**src/rtl/std_issue_arbiter.sv**
```systemverilog
// std_issue_arbiter: two integer issue ports share one store-data exe unit.
// Each port owns a small circular queue; a round-robin arbiter moves one
// queue head per cycle into a registered output stage feeding fromInt.
// Redirects drop every queued, incoming or staged uop younger than the
// redirect point (or equal to it when level is set).
module std_issue_arbiter #(
  parameter int QDEPTH = 2,
  parameter int ROB_W  = 5,
  parameter int SQ_W   = 4
) (
  input  logic              clock,
  input  logic              reset,
  input  logic              io_in_0_valid,
  output logic              io_in_0_ready,
  input  logic [3:0]        io_in_0_bits_uop_ctrl_fuType,
  input  logic [6:0]        io_in_0_bits_uop_ctrl_fuOpType,
  input  logic              io_in_0_bits_uop_robIdx_flag,
  input  logic [ROB_W-1:0]  io_in_0_bits_uop_robIdx_value,
  input  logic              io_in_0_bits_uop_sqIdx_flag,
  input  logic [SQ_W-1:0]   io_in_0_bits_uop_sqIdx_value,
  input  logic [63:0]       io_in_0_bits_src_0,
  input  logic              io_in_1_valid,
  output logic              io_in_1_ready,
  input  logic [3:0]        io_in_1_bits_uop_ctrl_fuType,
  input  logic [6:0]        io_in_1_bits_uop_ctrl_fuOpType,
  input  logic              io_in_1_bits_uop_robIdx_flag,
  input  logic [ROB_W-1:0]  io_in_1_bits_uop_robIdx_value,
  input  logic              io_in_1_bits_uop_sqIdx_flag,
  input  logic [SQ_W-1:0]   io_in_1_bits_uop_sqIdx_value,
  input  logic [63:0]       io_in_1_bits_src_0,
  output logic              io_out_valid,
  input  logic              io_out_ready,
  output logic [3:0]        io_out_bits_uop_ctrl_fuType,
  output logic [6:0]        io_out_bits_uop_ctrl_fuOpType,
  output logic              io_out_bits_uop_robIdx_flag,
  output logic [ROB_W-1:0]  io_out_bits_uop_robIdx_value,
  output logic              io_out_bits_uop_sqIdx_flag,
  output logic [SQ_W-1:0]   io_out_bits_uop_sqIdx_value,
  output logic [63:0]       io_out_bits_src_0,
  input  logic              io_redirect_valid,
  input  logic              io_redirect_bits_robIdx_flag,
  input  logic [ROB_W-1:0]  io_redirect_bits_robIdx_value,
  input  logic              io_redirect_bits_level,
  output logic              io_grantPtr
);

  localparam int PW     = $clog2(QDEPTH);
  localparam int CW     = PW + 1;
  localparam int UW     = 4 + 7 + 1 + ROB_W + 1 + SQ_W + 64;
  localparam int RV_LO  = 64 + SQ_W + 1;
  localparam int RF_BIT = RV_LO + ROB_W;

  logic [UW-1:0] inUop     [2];
  logic [1:0]    inValid;
  logic [UW-1:0] mem       [2][QDEPTH];
  logic [PW-1:0] head      [2];
  logic [PW-1:0] tail      [2];
  logic [CW-1:0] count     [2];
  logic [UW-1:0] headUop   [2];
  logic [CW-1:0] kept      [2];
  logic [PW-1:0] writeSlot [2];
  logic [1:0]    cand;
  logic [1:0]    enq;
  logic [1:0]    deq;
  logic          loadStage;
  logic          anyCand;
  logic          grantSel;
  logic          doGrant;
  logic [UW-1:0] grantUop;
  logic          outFlush;
  logic          outValid;
  logic [UW-1:0] outUop;
  logic          grantPtr;

  // Both ports are packed the same way so the queues can share one loop body.
  assign inUop[0] = {io_in_0_bits_uop_ctrl_fuType, io_in_0_bits_uop_ctrl_fuOpType,
                     io_in_0_bits_uop_robIdx_flag, io_in_0_bits_uop_robIdx_value,
                     io_in_0_bits_uop_sqIdx_flag, io_in_0_bits_uop_sqIdx_value,
                     io_in_0_bits_src_0};
  assign inUop[1] = {io_in_1_bits_uop_ctrl_fuType, io_in_1_bits_uop_ctrl_fuOpType,
                     io_in_1_bits_uop_robIdx_flag, io_in_1_bits_uop_robIdx_value,
                     io_in_1_bits_uop_sqIdx_flag, io_in_1_bits_uop_sqIdx_value,
                     io_in_1_bits_src_0};
  assign inValid  = {io_in_1_valid, io_in_0_valid};

  // A uop is flushed when it is younger than the redirect, or equal to it on a level-1 redirect.
  function automatic logic flushHit(input logic [UW-1:0] u);
    logic             uf;
    logic [ROB_W-1:0] uv;
    logic             after;
    uf    = u[RF_BIT];
    uv    = u[RF_BIT-1:RV_LO];
    after = (uf != io_redirect_bits_robIdx_flag) ? (uv < io_redirect_bits_robIdx_value)
                                                 : (uv > io_redirect_bits_robIdx_value);
    return io_redirect_valid & (after | (io_redirect_bits_level &
           (uf == io_redirect_bits_robIdx_flag) & (uv == io_redirect_bits_robIdx_value)));
  endfunction

  // Per-queue view: head candidate and how many age-ordered entries survive the redirect.
  always_comb begin
    for (int p = 0; p < 2; p++) begin
      logic          stop;
      logic [PW-1:0] slot;
      stop       = 1'b0;
      slot       = head[p];
      headUop[p] = mem[p][head[p]];
      cand[p]    = (count[p] != '0) && !flushHit(headUop[p]);
      kept[p]    = '0;
      for (int k = 0; k < QDEPTH; k++) begin
        slot = head[p] + PW'(k);
        if (!stop && (CW'(k) < count[p]) && !flushHit(mem[p][slot]))
          kept[p] = kept[p] + CW'(1);
        else
          stop = 1'b1;
      end
      writeSlot[p] = (kept[p] != count[p]) ? head[p] + kept[p][PW-1:0] : tail[p];
      enq[p]       = inValid[p] && (count[p] != CW'(QDEPTH)) && !flushHit(inUop[p]);
    end
  end

  // Round-robin pick between surviving heads whenever the output stage can take a uop.
  always_comb begin
    loadStage = !outValid || io_out_ready;
    anyCand   = cand[0] || cand[1];
    grantSel  = (cand[0] && cand[1]) ? grantPtr : cand[1];
    doGrant   = loadStage && anyCand;
    deq[0]    = doGrant && !grantSel;
    deq[1]    = doGrant && grantSel;
    grantUop  = grantSel ? headUop[1] : headUop[0];
    outFlush  = outValid && flushHit(outUop);
  end

  // Queue pointers: flushed tail entries are rolled back, then dequeue and enqueue apply.
  always_ff @(posedge clock) begin
    if (reset) begin
      for (int p = 0; p < 2; p++) begin
        head[p]  <= '0;
        tail[p]  <= '0;
        count[p] <= '0;
      end
    end else begin
      for (int p = 0; p < 2; p++) begin
        head[p]  <= head[p] + PW'(deq[p]);
        tail[p]  <= writeSlot[p] + PW'(enq[p]);
        count[p] <= kept[p] - CW'(deq[p]) + CW'(enq[p]);
      end
    end
  end

  // Queue storage holds only data, so it needs no reset.
  always_ff @(posedge clock) begin
    for (int p = 0; p < 2; p++)
      if (enq[p]) mem[p][writeSlot[p]] <= inUop[p];
  end

  // Output stage and round-robin pointer; a flushed staged uop is dropped even under backpressure.
  always_ff @(posedge clock) begin
    if (reset) begin
      outValid <= 1'b0;
      outUop   <= '0;
      grantPtr <= 1'b0;
    end else begin
      if (loadStage) begin
        outValid <= anyCand;
        if (anyCand) outUop <= grantUop;
      end else if (outFlush) begin
        outValid <= 1'b0;
      end
      if (doGrant) grantPtr <= ~grantSel;
    end
  end

  assign io_in_0_ready = (count[0] != CW'(QDEPTH));
  assign io_in_1_ready = (count[1] != CW'(QDEPTH));
  assign io_out_valid  = outValid;
  assign io_grantPtr   = grantPtr;
  assign {io_out_bits_uop_ctrl_fuType, io_out_bits_uop_ctrl_fuOpType,
          io_out_bits_uop_robIdx_flag, io_out_bits_uop_robIdx_value,
          io_out_bits_uop_sqIdx_flag, io_out_bits_uop_sqIdx_value,
          io_out_bits_src_0} = outUop;

endmodule
```
**config.mk**
```make
export PLATFORM = sky130hd
export DESIGN_NAME = std_issue_arbiter
export DESIGN_NICKNAME = d
export VERILOG_FILES = /design/src/rtl/std_issue_arbiter.sv
export SDC_FILE = /design/constraint.sdc
export NUM_CORES = 1
export LEC_CHECK = 0
export CAP_MARGIN = 5
export CORE_MARGIN = 8
export CORE_UTILIZATION = 31
export CTS_CLUSTER_SIZE = 16
export DETAILED_ROUTE_END_ITERATION = 6
export GPL_ROUTABILITY_DRIVEN = 0
export PLACE_DENSITY = 0.57
export SYNTH_ARGS = -nofsm -noshare
export SYNTH_HDL_FRONTEND = slang
export SYNTH_SLANG_ARGS = --single-unit
```
**constraint.sdc**
```tcl
create_clock -name clock -period 10.2 [get_ports clock]
set_input_delay 1.53 -clock clock [delete_from_list [all_inputs] [get_ports clock]]
set_output_delay 1.53 -clock clock [all_outputs]
set_load 0.005 [all_outputs]
```
==> metrics.md, run 1 <==
| Metric | Value |
|---|---|
| Total chip power | `6920 uW` |
| Effective utilization at floorplan | `0.313` |
| Pre-Repair DR Iteration Count | `5` |
| Total standard cell area after synthesis | `between 15000 and 20000 sq um` |
| Predominant post-synthesis flop cell | `edfxtp_1` |
| Number of synthesized flops with an enable pin | `around 340` |
| Die width | `254 um` |
| Final worst path period share | `0.633` |
| Mean post-synth cell area | `16.3 sq um` |
| Syn Inst Count | `1080` |
| Transition time of the tightest slew-check pin | `1.22 ns` |
| Yosys reg bits | `440` |
| Final TNS setup | `0 ns` |
| Maxcap violations | `0` |
| P&R area growth vs syn | `28.9%` |
| Largest net degree at the start of global routing | `83` |
| Clock insertion delay at the later pin of the skew report | `0.58 ns` |
| Global-route usage over all layers | `0.144` |
| Number of vias in the routed layout | `10600` |
| CTS Root Buffer Type | `clkbuf_16` |
| Final Hold Viols | `0` |
| Total of hold buffers inserted after clock tree synthesis | `0` |
| Post-layout min period | `6.45 ns` |
| Ys async rst share | `0` |
| Fin Clk Skew | `0.0289 ns` |
| Critical path origin | `head[0][1]` |
| Final HPWL from detailed placement | `30.7 mm` |
| TritonCTS buffer count | `48` |
| Max Freq | `roughly 150 MHz` |
| DR vias/cell | `4.93` |
| Final Max Tran Viols | `0` |
| Post-route antenna net violation count | `0` |
| RR Startpoint | `head[0][1]` |
| DRT Wirelength | `47.7 mm` |
| Die height | `254 um` |
| Combined area of the multi-input logic cells | `4980 sq um` |
| Reg clk slew, reported paths | `0.06 ns` |
| Data arrival at the endpoint of the critical path | `about 6.6 ns` |
| Number of filler cells placed in the layout | `between 5000 and 6000` |
| Largest delay contributor family on the critical path | `buffers and inverters` |
| Number of global-route vias before repair | `11200` |
| Buffers inserted by post-CTS timing repair | `0` |
| Port Buffers | `~270` |
| Register area share after synthesis | `0.696` |
| Die Area | `~65000 sq um` |
| Count of synthesis-stage warnings from yosys | `0` |
| Startpoint class of the critical path | `flop` |
| Most common cell after layout, fill and taps aside | `edfxtp_1` |
| Sinks on Clock Net | `440` |
| Critical-path cell with the highest stage delay | `buf_4` |
| CTS tree | `done` |
| Crit. End Element | `flop` |
| Global-route wire length before repair | `70.7 mm` |
| Area used by sequential logic in the layout | `between 10000 and 15000 sq um` |
| Total number of nets in the final design | `1577` |
| Initial antenna violation count | `5` |
| Count of buffer and inverter cells on the critical path | `3` |
| Leakage power | `about 0.0076 uW` |
| Distinct cell type count of the synthesized netlist | `53` |
| Total nets after synthesis | `approximately 1300` |
| Post-layout worst setup margin | `3.75 ns` |
| Remaining max-slew budget at the tightest pin | `0.189` |
| Area inside the core boundary | `roughly 56000 sq um` |
| Largest fanout on the critical path | `60` |
| Unrepaired setup endpoints after global routing | `false` |
| Minimum setup slack after placement | `roughly 3.6 ns` |
| Finish-stage setup viols | `0` |
| Commonest cells after routing, fill and taps aside | `344 x edfxtp_1, 273 x clkdlybuf4s50_1, 98 x mux2_2` |
| Drt drc | `0` |
| Total global routing overflow | `0` |
| Min-delay worst type | `flop to flop` |
| Worst-case vdd ir drop | `180 uV` |
| Io pins | `275` |
| Critical-path cell list | `buf_4, mux2_2, ha_1, a21oi_1, o21ai_0, nor4b_2, or2_2, nor2_1, ha_1, xnor2_1, a21oi_1, a32o_1, inv_1, ha_4, buf_4` |
| Power density cells | `305 nW/um^2` |
| Std-Cell Rows | `87` |
| Routed WL per cell | `22.3 um` |
| Crit path required time | `a little over 10 ns` |
| Run status | `complete, no violations` |
| # H-tree levels | `2` |
| Deepest clock path buffer count | `3` |
| Crit Path Category | `flop to flop` |
| Layout cells sized above 1 | `0.148` |
| Min-delay src | `outUop[14]` |
| Cts repair resizes | `0` |
| Largest stage delay, worst path | `around 0.8 ns` |
| Initial detailed-routing violation count | `578` |
==> synth_stat cells (12+ instances only) <==
master    number  area [sq um]
clkbuf_1      44           165
ha_1          45           563
edfxtp_1     344         10300
a221o_1       86           861
buf_2         17          85.1
nor4_1        82           513
mux2i_1       87           871
mux2_2        98          1100
nor2_1        21          78.8
o21ai_0       16          80.1
dfxtp_1       96          1920
a21oi_1       12          60.1
inv_1         18          67.6
==> kinds of logic after synthesis <==
logic type | share of synthesized area
flip-flops | 0.696
multiplexers | 0.113
AND/OR/NAND/NOR | 0.0570
AO/OA/AOI/OAI | 0.0705
buffers and inverters | 0.0238
adder cells (fa/ha/maj) | 0.0320
XOR/XNOR | 0.00740
==> flip-flops by register name, summed over array words and instances, names as in the netlist <==
register / flops
tail: 2
outUop: 86
head: 2
mem: 344
io_out_valid: 1
count: 4
io_grantPtr: 1
==> layout make-up <==
class / instances / share of cell area
sequential: 440 / 0.541
tap: 756 / 0.0417
timing repair buffer: 288 / 0.125
antenna: 1 / 0.000110
clock inverter: 24 / 0.00922
multi-input combinational: 551 / 0.220
inverter: 18 / 0.00298
clock buffer: 66 / 0.0600
==> layer usage <==
metal	wire length, um	GRT usage	part of all wire
met1	20400	0.180	0.43
met2	23300	0.243	0.49
met3	2870	0.0382	0.060
met4	1060	0.0418	0.022
met5	51	0	0.0011
==> through the flow <==
| stage | utilization | instance area, sq um | instances | hold WS (ns) |
|---|---|---|---|---|
| after floorplan | - | 17600 | 1080 | 0.480 |
| after global placement | 0.375 | 21100 | 2053 | 0.475 |
| after detailed placement | 0.375 | 21100 | 2053 | 0.476 |
| after CTS | 0.403 | 22700 | 2143 | 0.492 |
| after global routing | 0.403 | 22700 | 2143 | 0.501 |
| final | 0.403 | 22700 | 2144 | 0.489 |
==> path summary, 6_finish.rpt <==
path	end	slack, ns	depth (start not counted)
setup / recovery	mem[0][342]	3.75	15
hold / removal	outUop[14]	0.49	1
hold reg to reg	outUop[14]	0.49	1
setup reg to reg	mem[0][342]	3.75	15
==> power breakdown <==
group	leakage (uW)	total (uW)	switching (uW)	internal [uW]
Combinational	0.00284	2250	1220	1030
Sequential	0.00398	2970	292	2680
Clock	0.000772	1700	710	988
Total	0.00759	6920	2220	4700
No activity file was read; power rests on OpenSTA's default activity.
==> run 2, diff against run 1 <==
Settings changed: PLACE_DENSITY 0.57 to 0.59.
Clock period 10.2 ns to 5.9 ns, I/O delays scaled along.
==> run 2 against run 1 <==
Against the previous run:
- utilization grew 0.50 points
- die area is the same
- combinational power grew 80%
- clock skew shrank 0.0032 ns
- critical path depth shrank 1
- setup slack lost 2.7 ns
- highest routed layer is now met4
==> metrics.md, run 2 (synthesis gave the netlist of run 1 again) <==
| Metric | Value |
|---|---|
| Run status | `complete, no violations` |
| Fin Clk Skew | `0.0256 ns` |
| Total global routing overflow | `0` |
| P&R area growth vs syn | `30.4%` |
| Critical path origin | `head[0][1]` |
| Drt drc | `0` |
| Port Buffers | `274` |
| Cell area after layout | `23000 sq um` |
| Cell depth of the worst flop-to-flop path | `14` |
| Initial detailed-routing violation count | `689` |
| Die Area | `64600 sq um` |
| Layout cells sized above 1 | `0.155` |
| Initial antenna violation count | `4` |
| Crit path required time | `about 6 ns` |
| Flip-flop count of the largest register, all copies and words added | `between 300 and 400` |
| Total of hold buffers inserted after clock tree synthesis | `0` |
| # H-tree levels | `2` |
| RR Startpoint | `head[0][1]` |
| Post-detailed-placement cell area | `approximately 21000 sq um` |
| Worst-case vdd ir drop | `around 250 uV` |
| Final Max Tran Viols | `0` |
| Leakage power | `0.00772 uW` |
| Routed length on met1 | `20.2 mm` |
| Global-route wire length before repair | `71.5 mm` |
| TritonCTS buffer count | `49` |
| Final TNS setup | `0 ns` |
| Number of global-route vias before repair | `11300` |
| Pre-Repair DR Iteration Count | `5` |
| Largest fanout on the critical path | `41` |
| Met3 routed wirelength | `2.76 mm` |
| Final worst path period share | `0.828` |
| Inst Count DP | `2060` |
| Clock insertion delay at the later pin of the skew report | `0.58 ns` |
| Data arrival at the endpoint of the critical path | `5.08 ns` |
| Final HPWL from detailed placement | `31.6 mm` |
| Unrepaired setup endpoints after global routing | `false` |
| DRT Wirelength | `49.1 mm` |
| Minimum setup slack among reg-to-reg paths | `1.02 ns` |
| Finish-stage setup viols | `0` |
| Deepest clock path buffer count | `3` |
| DR vias/cell | `5.01` |
| R2r endpoint | `mem[0][195]` |
| Number of filler cells placed in the layout | `5129` |
| Uppermost signal routing layer after detailed routing | `met4` |
| Termination of the worst setup path | `mem[0][195]` |
| Maxcap violations | `0` |
| Final Hold Viols | `0` |
| Area inside the core boundary | `between 50000 and 60000 sq um` |
| Sinks on Clock Net | `440` |
| Crit. End Element | `flop` |
| Io pins | `roughly 280` |
| Post-layout min period | `4.88 ns` |
| Power density cells | `between 500 and 600 nW/um^2` |
| Commonest cells after routing, fill and taps aside | `344 x edfxtp_1, 273 x clkdlybuf4s50_1, 98 x mux2_2` |
| Cts repair resizes | `0` |
| CTS tree | `done` |
| Number of vias in the routed layout | `10800` |
| Buffers inserted by post-CTS timing repair | `0` |
| Routed WL per cell | `22.8 um` |
| Std-Cell Rows | `87` |
| Wire length on met2 | `about 24 mm` |
| Die height | `~250 um` |
| Global-route usage over all layers | `0.146` |
| Die width | `between 200 and 300 um` |
| Min-delay worst type | `flop to flop` |
| CTS Root Buffer Type | `clkbuf_16` |
| Startpoint class of the critical path | `flop` |
| Crit Path Category | `flop to flop` |
| Largest net degree at the start of global routing | `65` |
| Post-route antenna net violation count | `0` |
| Total number of nets in the final design | `1585` |
| Transition time of the tightest slew-check pin | `1.02 ns` |
| Reg clk slew, reported paths | `0.06 ns` |
| Most common cell after layout, fill and taps aside | `edfxtp_1` |
| Max Freq | `205 MHz` |
| Remaining max-slew budget at the tightest pin | `0.323` |
| Non-filler cells, final | `~2200` |
| Effective utilization at floorplan | `0.313` |
[run 2: cell count changes in the layout (fill, tap and decap cells not counted)]
cell,previous run,this run
diode_2,1,2
clkbuf_1,10,11
buf_4,15,17
clkinv_1,5,1
clkbuf_8,7,6
inv_6,0,2
clkinv_2,12,8
bufinv_16,2,8
buf_12,0,5
clkinv_4,1,2
[run 2: worst min path at each step]
stage	endpoint	slack, ns	startpoint	cells after the start
6_report	outUop[67]	0.49	outUop[67]	1
5_1_grt	outUop[81]	0.51	outUop[81]	1
4_1_cts	outUop[61]	0.49	outUop[61]	1
3_5_place_dp	outUop[61]	0.48	outUop[61]	1
3_3_place_gp	outUop[67]	0.47	outUop[67]	1
2_1_floorplan	outUop[18]	0.48	outUop[18]	1
[run 2: power breakdown]
part / total (uW) / internal, uW / switching [uW]
sequential: 5080 / 4620 / 462
clock: 3210 / 1970 / 1240
combinational: 4060 / 1840 / 2220
total: 12300 / 8430 / 3920
[run 2: layout make-up]
cell class | instances | area [sq um] | area share
Clock inverter | 25 | 380 | 0.0166
Inverter | 18 | 67.6 | 0.00294
Tap cell | 756 | 946 | 0.0412
Timing Repair Buffer | 295 | 2960 | 0.129
Clock buffer | 66 | 1350 | 0.0588
Antenna cell | 2 | 5.00 | 0.000218
Multi-Input combinational cell | 551 | 4980 | 0.217
Sequential cell | 440 | 12300 | 0.534
[run 2: critical path, stage by stage, from the launching register on]
cell and delay [ns]:
dfxtp_4 0.71, mux2_2 0.44, ha_1 0.30, a21oi_1 0.17, o21ai_0 0.20, nor4b_2 0.56, or2_2 0.27, nor2_1 0.06
ha_1 0.24, xnor2_1 0.29, nor3_1 0.08, a21oi_1 0.15, a32o_1 0.25, ha_4 0.17, buf_4 0.51
[run 2: routing by layer]
| layer | track usage | vias to the layer above |
|---|---|---|
| met5 | 0 | - |
| li1 | - | 4930 |
| met4 | 0.0564 | 0 |
| met2 | 0.251 | 339 |
| met1 | 0.180 | 5439 |
| met3 | 0.0290 | 84 |
[run 2: metrics by stage]
step / hold slack, ns / setup WS, ns / power, uW / util
3_3_place_gp: 0.473 / 0.708 / 9210 / 0.377
3_5_place_dp: 0.478 / 0.659 / 9270 / 0.377
2_1_floorplan: 0.480 / 0.152 / 7420 / -
4_1_cts: 0.492 / 0.979 / 12500 / 0.408
6_report: 0.487 / 1.02 / 12300 / 0.408
5_1_grt: 0.507 / 0.735 / 13000 / 0.408
==> run 3, diff against run 2 <==
Settings changed: PLACE_DENSITY 0.59 to 0.57.
Clock period 5.9 ns to 4.5 ns, I/O delays scaled along.
==> run 3 against run 2 <==
Against the previous run:
- global-route usage hardly changed
- first-iteration DRC count is 0.73% lower
- non-clock buffer count grew 30
- clock-buffer cell count fell by 8
==> metrics.md, run 3 (synthesis gave the netlist of run 1 again) <==
| Metric | Value |
|---|---|
| Commonest cells after routing, fill and taps aside | `344 x edfxtp_1, 273 x clkdlybuf4s50_1, 98 x mux2_2` |
| Final worst path period share | `0.917` |
| Final core utilization | `0.410` |
| Worst Hold Margin | `between 0.4 and 0.5 ns` |
| Power density cells | `693 nW/um^2` |
| Clock insertion delay at the later pin of the skew report | `~0.57 ns` |
| Crit Path Category | `flop to flop` |
| Io pins | `275` |
| DRT Wirelength | `48.2 mm` |
| Drt drc | `0` |
| Pre-Repair DR Iteration Count | `4` |
| Most common cell after layout, fill and taps aside | `edfxtp_1` |
| Layout cells sized above 1 | `0.167` |
| Port Buffers | `274` |
| Leakage power | `0.00781 uW` |
| Flip-flop count of the largest register, all copies and words added | `344` |
| Final HPWL from detailed placement | `31.9 mm` |
| DR vias/cell | `approximately 4.9` |
| Minimum setup slack after placement | `0.00851 ns` |
| Global-route usage over all layers | `0.146` |
| Post-layout min period | `4.13 ns` |
| Initial antenna violation count | `8` |
| Final TNS setup | `0 ns` |
| Deepest clock path buffer count | `3` |
| Transition time of the tightest slew-check pin | `roughly 0.86 ns` |
| Crit path required time | `4.73 ns` |
| P&R area growth vs syn | `31.3%` |
| Number of global-route vias before repair | `11100` |
| Total chip power | `approximately 16000 uW` |
| Initial detailed-routing violation count | `about 680` |
| Largest net degree at the start of global routing | `87` |
| Worst-case vdd ir drop | `410 uV` |
| Run status | `complete, no violations` |
| Data arrival at the endpoint of the critical path | `4.35 ns` |
| Area inside the core boundary | `around 56000 sq um` |
| Die Area | `64600 sq um` |
| Fin Clk Skew | `a little over 0.02 ns` |
| Crit. End Element | `flop` |
| Max Freq | `242 MHz` |
| CTS Root Buffer Type | `clkbuf_16` |
| Startpoint class of the critical path | `flop` |
| Global-route wire length before repair | `71.7 mm` |
| Reg clk slew, reported paths | `0.06 ns` |
| Total of hold buffers inserted after clock tree synthesis | `0` |
| # H-tree levels | `2` |
| Die height | `254 um` |
| Number of cells on the worst hold path | `1` |
| Final Max Tran Viols | `0` |
| Post-layout worst setup margin | `0.375 ns` |
| Post-route antenna net violation count | `0` |
| Finish-stage setup viols | `0` |
| Cell depth of the worst flop-to-flop path | `16` |
| Std-Cell Rows | `87` |
| Min-delay worst type | `flop to flop` |
| Total number of nets in the final design | `1612` |
| Total global routing overflow | `0` |
| Effective utilization at floorplan | `0.313` |
| Die width | `254 um` |
| Maxcap violations | `0` |
| Final Hold Viols | `0` |
| Remaining max-slew budget at the tightest pin | `0.428` |
| CTS tree | `done` |
| Sinks on Clock Net | `440` |
| Routed WL per cell | `22.1 um` |
| Unrepaired setup endpoints after global routing | `false` |
| Cts repair resizes | `0` |
| TritonCTS buffer count | `46` |
| Largest fanout on the critical path | `42` |
| Number of vias in the routed layout | `10700` |
| Buffers inserted by post-CTS timing repair | `0` |
run 3: changes by cell type in the layout (fill, tap and decap cells not counted), moves of 3 or more:
cell       before  now
clkbuf_16      49   46
buf_12          5   12
buf_4          17   39
clkbuf_1       11    8
clkinv_1        1    7
run 3: area by class of cell:
| cell class | instances | area (sq um) |
|---|---|---|
| diodes | 3 | 7.51 |
| clock buffers | 58 | 1240 |
| clock inverters | 27 | 315 |
| fillers | 5163 | 33200 |
| inverters | 18 | 67.6 |
| multi-input cells | 551 | 4980 |
| flip-flops and latches | 440 | 12300 |
| well taps | 756 | 946 |
| repair buffers | 325 | 3280 |
run 3: report_power, final:
| group | internal, uW | leakage [uW] | switching, uW | total, uW |
|---|---|---|---|---|
| logic | 2590 | 0.00307 | 2940 | 5530 |
| registers | 6050 | 0.00398 | 539 | 6590 |
| clock network | 2300 | 0.000758 | 1580 | 3880 |
| total | 10900 | 0.00781 | 5060 | 16000 |
run 3: metal layers:
metal | GRT usage | share of wire | vias up
li1 | - | - | 4985
met1 | 0.181 | 0.42 | 5360
met2 | 0.252 | 0.50 | 249
met3 | 0.0354 | 0.056 | 77
met4 | 0.0404 | 0.021 | 8
met5 | 0 | 0.00095 | -
run 3: stage by stage:
stage,cells,area (sq um)
6_report,2178,23100
5_1_grt,2175,23100
4_1_cts,2174,23100
3_5_place_dp,2089,21500
3_3_place_gp,2089,21500
2_1_floorplan,1080,17600
run 3: worst max-delay path, stage by stage, from the launching register on:
cell and delay, ns:
dfxtp_4 0.48, mux2_2 0.42, ha_1 0.32, nand4_1 0.12, or3_1 0.37, o211ai_1 0.10, o31a_1 0.16, o311ai_0 0.13
a21boi_0 0.22, ha_1 0.21, xnor2_1 0.12, nor3_1 0.16, a21oi_1 0.06, a32o_1 0.31, inv_1 0.11, ha_4 0.18
buf_12 0.26
run 3: path summary, 6_finish.rpt:
kind	startpoint	endpoint	slack [ns]
max	head[0][1]	mem[0][285]	0.37
min	outUop[16]	outUop[16]	0.49
max reg2reg	head[0][1]	mem[0][285]	0.37
min reg2reg	outUop[16]	outUop[16]	0.49
